[src/rtl/cbp_enc_pkg.sv]
// Shared definitions for the coded block pattern encoder: CBP -> codeNum
// lookup tables (me(v) mapping for 4:2:0 / 4:2:2), serializer state
// encoding and the macroblock class constant used for filtering.
package cbp_enc_pkg;

    // Serializer FSM states
    typedef enum logic [1:0] {
        IDLE   = 2'd0,
        PREFIX = 2'd1,
        INFO   = 2'd2
    } ser_state_t;

    // mb_type_general[3:2] value that marks an Intra16x16 macroblock; its CBP
    // travels inside mb_type, so no me(v) codeword is produced for it.
    localparam logic [1:0] MB_CLASS_I16 = 2'b10;

    // CBP -> codeNum for Intra4x4/Intra8x8 macroblocks, indexed {chroma, luma}.
    localparam logic [5:0] CODE_INTRA [0:47] = '{
        6'd3,  6'd29, 6'd30, 6'd17, 6'd31, 6'd18, 6'd37, 6'd8,
        6'd32, 6'd38, 6'd19, 6'd9,  6'd20, 6'd10, 6'd11, 6'd2,
        6'd16, 6'd33, 6'd34, 6'd21, 6'd35, 6'd22, 6'd39, 6'd4,
        6'd36, 6'd40, 6'd23, 6'd5,  6'd24, 6'd6,  6'd7,  6'd1,
        6'd41, 6'd42, 6'd43, 6'd25, 6'd44, 6'd26, 6'd46, 6'd12,
        6'd45, 6'd47, 6'd27, 6'd13, 6'd28, 6'd14, 6'd15, 6'd0
    };

    // CBP -> codeNum for Inter macroblocks, indexed {chroma, luma}.
    localparam logic [5:0] CODE_INTER [0:47] = '{
        6'd0,  6'd2,  6'd3,  6'd7,  6'd4,  6'd8,  6'd17, 6'd13,
        6'd5,  6'd18, 6'd9,  6'd14, 6'd10, 6'd15, 6'd16, 6'd11,
        6'd1,  6'd32, 6'd33, 6'd36, 6'd34, 6'd37, 6'd44, 6'd40,
        6'd35, 6'd45, 6'd38, 6'd41, 6'd39, 6'd42, 6'd43, 6'd19,
        6'd6,  6'd24, 6'd25, 6'd20, 6'd26, 6'd21, 6'd46, 6'd28,
        6'd27, 6'd47, 6'd22, 6'd29, 6'd23, 6'd30, 6'd31, 6'd12
    };

    // Index of the most significant set bit (0 for an all-zero input).
    function automatic logic [2:0] msb_index(input logic [5:0] v);
        logic [2:0] idx;
        idx = 3'd0;
        for (int i = 0; i < 6; i++) begin
            if (v[i]) idx = 3'(i);
        end
        return idx;
    endfunction

endpackage

[src/rtl/coded_block_pattern_encoding_serializer.sv]
// Exp-Golomb ue(v) serializer: takes a 6-bit codeNum, emits N leading zeros
// followed by the N+1 bits of codeNum+1, MSB first, one bit per handshake.
module exp_golomb_ue_serializer
    import cbp_enc_pkg::*;
(
    input  logic       clk,
    input  logic       rst,
    input  logic       code_valid,
    input  logic [5:0] code_num,
    output logic       code_ready,
    output logic       bit_valid,
    input  logic       bit_ready,
    output logic       bit_out,
    output logic       bit_last
);

    ser_state_t state_reg, state_next;
    logic [5:0] v_reg, v_next;       // codeNum + 1
    logic [2:0] n_reg, n_next;       // bit length of v minus one
    logic [2:0] cnt_reg, cnt_next;   // zeros left in PREFIX, bit index in INFO
    logic [5:0] v_in;
    logic [2:0] n_in;

    // codeNum 47 gives v = 48, which still fits in six bits
    assign v_in = code_num + 6'd1;
    assign n_in = msb_index(v_in);

    // State and codeword registers; reset aborts any codeword in flight
    always_ff @(posedge clk or posedge rst) begin
        if (rst) begin
            state_reg <= IDLE;
            v_reg     <= 6'd0;
            n_reg     <= 3'd0;
            cnt_reg   <= 3'd0;
        end else begin
            state_reg <= state_next;
            v_reg     <= v_next;
            n_reg     <= n_next;
            cnt_reg   <= cnt_next;
        end
    end

    // Next-state and output decode; outputs depend only on registered state,
    // so they hold steady while the downstream stalls
    always_comb begin
        state_next = state_reg;
        v_next     = v_reg;
        n_next     = n_reg;
        cnt_next   = cnt_reg;
        code_ready = 1'b0;
        bit_valid  = 1'b0;
        bit_out    = 1'b0;
        bit_last   = 1'b0;
        case (state_reg)
            IDLE: begin
                code_ready = 1'b1;
                if (code_valid) begin
                    v_next     = v_in;
                    n_next     = n_in;
                    cnt_next   = n_in;
                    state_next = (n_in != 3'd0) ? PREFIX : INFO;
                end
            end
            PREFIX: begin
                bit_valid = 1'b1;
                if (bit_ready) begin
                    if (cnt_reg == 3'd1) begin
                        state_next = INFO;
                        cnt_next   = n_reg;
                    end else begin
                        cnt_next = cnt_reg - 3'd1;
                    end
                end
            end
            INFO: begin
                bit_valid = 1'b1;
                bit_out   = v_reg[cnt_reg];
                bit_last  = (cnt_reg == 3'd0);
                if (bit_ready) begin
                    if (cnt_reg == 3'd0) begin
                        state_next = IDLE;
                    end else begin
                        cnt_next = cnt_reg - 3'd1;
                    end
                end
            end
            default: state_next = IDLE;
        endcase
    end

endmodule

[src/rtl/coded_block_pattern_encoding.sv]
// Coded block pattern encoder: maps CBP to the me(v) codeNum and streams the
// ue(v) codeword. Intra16x16 requests are absorbed silently; chroma==3
// requests are dropped with a one-cycle cbp_err pulse.
// Optional: define CBP_ENC_BITCNT_EN to add the saturating bit_count output.
module coded_block_pattern_encoding
    import cbp_enc_pkg::*;
(
    input  logic        clk,
    input  logic        reset,
    input  logic        in_valid,
    output logic        in_ready,
    input  logic [3:0]  mb_type_general,
    input  logic [3:0]  CodedBlockPatternLuma,
    input  logic [1:0]  CodedBlockPatternChroma,
    output logic        bit_valid,
    input  logic        bit_ready,
    output logic        bit_out,
    output logic        bit_last,
`ifdef CBP_ENC_BITCNT_EN
    output logic [15:0] bit_count,
`endif
    output logic        cbp_err
);

    logic       accept;
    logic       is_i16;
    logic       bad_chroma;
    logic [5:0] cbp_idx;
    logic [5:0] code_num;
    logic       code_valid;
    logic       cbp_err_reg;

    assign accept     = in_valid && in_ready;
    assign is_i16     = (mb_type_general[3:2] == MB_CLASS_I16);
    assign bad_chroma = (CodedBlockPatternChroma == 2'd3);
    // Keep the table index inside 0..47 even when the request is dropped
    assign cbp_idx    = bad_chroma ? 6'd0 : {CodedBlockPatternChroma, CodedBlockPatternLuma};
    assign code_num   = mb_type_general[3] ? CODE_INTRA[cbp_idx] : CODE_INTER[cbp_idx];
    assign code_valid = accept && !is_i16 && !bad_chroma;

    // Error pulse for an illegal chroma value, visible the cycle after accept
    always_ff @(posedge clk or posedge reset) begin
        if (reset) begin
            cbp_err_reg <= 1'b0;
        end else begin
            cbp_err_reg <= accept && !is_i16 && bad_chroma;
        end
    end

    assign cbp_err = cbp_err_reg;

    exp_golomb_ue_serializer u_ser (
        .clk        (clk),
        .rst        (reset),
        .code_valid (code_valid),
        .code_num   (code_num),
        .code_ready (in_ready),
        .bit_valid  (bit_valid),
        .bit_ready  (bit_ready),
        .bit_out    (bit_out),
        .bit_last   (bit_last)
    );

`ifdef CBP_ENC_BITCNT_EN
    logic [15:0] bit_count_reg;

    // Saturating count of every bit handed downstream since reset
    always_ff @(posedge clk or posedge reset) begin
        if (reset) begin
            bit_count_reg <= 16'd0;
        end else if (bit_valid && bit_ready && (bit_count_reg != 16'hFFFF)) begin
            bit_count_reg <= bit_count_reg + 16'd1;
        end
    end

    assign bit_count = bit_count_reg;
`endif

endmodule

[config.mk]
export PLATFORM = sky130hd
export DESIGN_NAME = coded_block_pattern_encoding
export DESIGN_NICKNAME = d
export VERILOG_FILES = /design/src/rtl/cbp_enc_pkg.sv /design/src/rtl/coded_block_pattern_encoding_serializer.sv /design/src/rtl/coded_block_pattern_encoding.sv
export SDC_FILE = /design/constraint.sdc
export NUM_CORES = 1
export LEC_CHECK = 0
export ABC_AREA = 1
export CORE_MARGIN = 10
export CORE_UTILIZATION = 50
export DETAILED_ROUTE_END_ITERATION = 6
export MAX_ROUTING_LAYER = met4
export PLACE_DENSITY_LB_ADDON = 0.15
export SKIP_LAST_GASP = 1
export SLEW_MARGIN = 25
export SYNTH_ARGS = -nofsm -noshare
export SYNTH_HDL_FRONTEND = slang
export SYNTH_SLANG_ARGS = --single-unit
export TNS_END_PERCENT = 20
[constraint.sdc]
create_clock -name clk -period 1.73 [get_ports clk]
set_input_delay 0.173 -clock clk [delete_from_list [all_inputs] [get_ports clk]]
set_output_delay 0.173 -clock clk [all_outputs]
set_load 0.05 [all_outputs]
==> metrics.txt <==
status finished with violations; failing checks setup timing; I/O pin cnt 19; most common cell after layout, fill and taps aside nand2_1; H-tree Lvls 1; sequential-to-total area share from yosys stat a little under a fifth; drt pass-1 iters 5; Skew-Pair Late Insertion Delay around 0.25 ns; initial antenna violation count 0; R2R Path End u_ser.cnt_reg[1]; main area contributors after synthesis nand2_1, dfrtp_1, nand3_1, ha_1, inv_1; R2R cell count 10; Setup-failing EPs final 14; crit path DAT between 2 and 2.5 ns; Buffers on Ports 16; actual transition at the worst max-transition pin around 0.61 ns; drt initial violations between 400 and 500; area grow syn2layout 51.9%; worst slack at placement -1.14 ns; Req. time, crit path between 1.5 and 2 ns; layout cell share with drive strength beyond 1 about a third; maxcap violations 0; Final Skew about 0.00091 ns; Worst-path clk slew around 0.060 ns; CP bufs+invs 2; Tot GR Track Use between 20% and 30%; reg2reg setup slack -0.30 ns; Wirelength per Cell between 10 and 15 µm; Crit Path Category flop to flop; PnR worst setup slack -0.304 ns; CTS sink count 15; Routed WL about 7.2 mm; height of the die ~84 µm; Period Utilization, post-route 118%; core box area between 4000 and 5000 µm²; Placed Cells incl. Taps roughly 470; final hold violations 0; DR vias/cell 5.66; Die Area approximately 7100 µm²; cell taking the most area after synthesis nand2_1; Antenna Cells 0; number of global-route vias before repair ~2,600; max-slew violations 0; Crit. End Element flop; largest net degree at the start of global routing 19; Die X approximately 84 µm; syn_area_per_cell ~5.7 µm²; Peak VDD IR approximately 1.2 mV; global-route wire length before repair 12.0 mm; #FFs+latches synth 15; Critical Path Fanout Max 5; vias 2,726; Distinct cells, synth 30; Initial Utilization between 50% and 60%; Critical R2R Launch u_ser.state_reg[1]; grt total ovfl 0; CTS max path bufs 2; DRC 0; fin crit period between 2 and 2.5 ns; DPL Wire Length about 5.3 mm; final std cells w/o fill just under 500; commonest non-fill, non-tap cells in the layout nand2_1, buf_4, nand3_1, inv_1, nor2_1; Cell Chain, Critical Path inv_1 -> ha_2 -> o211ai_1 -> nor2_1 -> inv_1 -> a22oi_1 -> nand4_1 -> a21oi_1 -> nand2_1 -> nand2_1; Row Count 23; routability congestion estimate 0.997; Post-Syn Area roughly 2000 µm²; CTS tree built; leakage power around 1.6 nW; root buffer cell clkbuf_8; max reg flops 6; delay-heaviest family, CP simple AND/OR/NAND/NOR gates; startpoint type of the worst setup path flop; top-area cell type share of the netlist area 23.3%; Gate Count Post-Synth 361; syn_nets between 300 and 400; cts bufs inserted 3; RSZ-0062 raised after global routing yes; CP peak stage delay 0.40 ns; Nets around 460; synth warn 0; worst min path class input port to async pin; Slew headroom just under 60%; max frequency 492 MHz; critical path's slowest cell dfrtp_1; Pwr Density approximately 1100 nW/µm²; DRT antenna net count 0; hold slack final approximately 0.30 ns
-- what timing repair did --
action / CTS / global route
setup buffers: 6 / 4
hold buffers: 0 / 0
setup endpoints to repair: 15 / 15
resized for setup: 45 / 24
pin swaps: 15 / 20
-- stage by stage --
| step | utilization [%] | TNS (ns) | cell area (µm²) | power (mW) |
|---|---|---|---|---|
| CTS | 75.3 | -2.51 | 3010 | 3.18 |
| floorplan | - | -3.84 | 2240 | 1.99 |
| finish | 78.1 | -2.51 | 3130 | 3.32 |
| global route | 78.1 | -4.62 | 3130 | 3.60 |
| global placement | 70.7 | -13.28 | 2830 | 2.77 |
| detailed placement | 70.7 | -14.23 | 2830 | 2.81 |
-- final cells by class --
cell class	count	area (µm²)
fill	302	875
timing repair buffer	78	737
sequential	15	375
multi-input combinational	290	1720
clock buffer	3	41.3
inverter	45	181
tap	50	62.6
clock inverter	1	5.00
-- metal layers --
metal | global-route usage (%) | wire [µm] | up-vias
met2 | 30.4 | 3250 | 134
met4 | 3.35 | 97 | 0
li1 | - | - | 1321
met1 | 27.8 | 3310 | 1259
met3 | 2.51 | 520 | 12
met5 | - | 0 | -
-- cell usage after synthesis (all sizes together) --
| library cell | n |
|---|---|
| xnor2 | 1 |
| nand4 | 8 |
| nand3b | 1 |
| a41oi | 1 |
| a21oi | 10 |
| a31oi | 1 |
| xor2 | 1 |
| dfrtp | 15 |
| o2111ai | 1 |
| nor3 | 2 |
| nand3 | 64 |
| ha | 15 |
| clkbuf | 3 |
| inv | 45 |
| o21bai | 1 |
| nor2 | 25 |
| o211ai | 3 |
| buf | 8 |
| o21ai | 20 |
| o22ai | 2 |
| nand2 | 133 |
| a22oi | 1 |
-- cell families (layout without fill, tap and decap cells) --
family / count (synthesis) / in the layout / synth area share [%]
xor gates and xnor gates: 2 / 2 / 0.851
DFF: 15 / 15 / 18.2
buffers and inverters: 56 / 127 / 11.3
AOI/OAI and AO/OA: 40 / 40 / 10.9
and+or+nand+nor: 233 / 233 / 49.6
adders and majority gates: 15 / 15 / 9.12
-- power breakdown --
part	switching, mW	total (mW)	internal [mW]
Clock	0.131	0.291	0.160
Sequential	0.0982	0.613	0.514
Combinational	1.40	2.42	1.02
Total	1.63	3.32	1.69
-- worst max-delay path by stage --
stage / from / end / slack (ns) / depth (start not counted)
finish: u_ser.state_reg[1] / u_ser.cnt_reg[1] / -0.30 / 10
global route: CodedBlockPatternChroma[0] / u_ser.cnt_reg[1] / -0.42 / 20
CTS: CodedBlockPatternChroma[1] / u_ser.cnt_reg[1] / -0.26 / 21
detailed placement: CodedBlockPatternChroma[0] / u_ser.state_reg[1] / -1.14 / 23
global placement: CodedBlockPatternChroma[1] / u_ser.state_reg[0] / -1.07 / 21
floorplan: CodedBlockPatternChroma[1] / u_ser.state_reg[1] / -0.41 / 20
No activity file was read; power rests on OpenSTA's default activity.
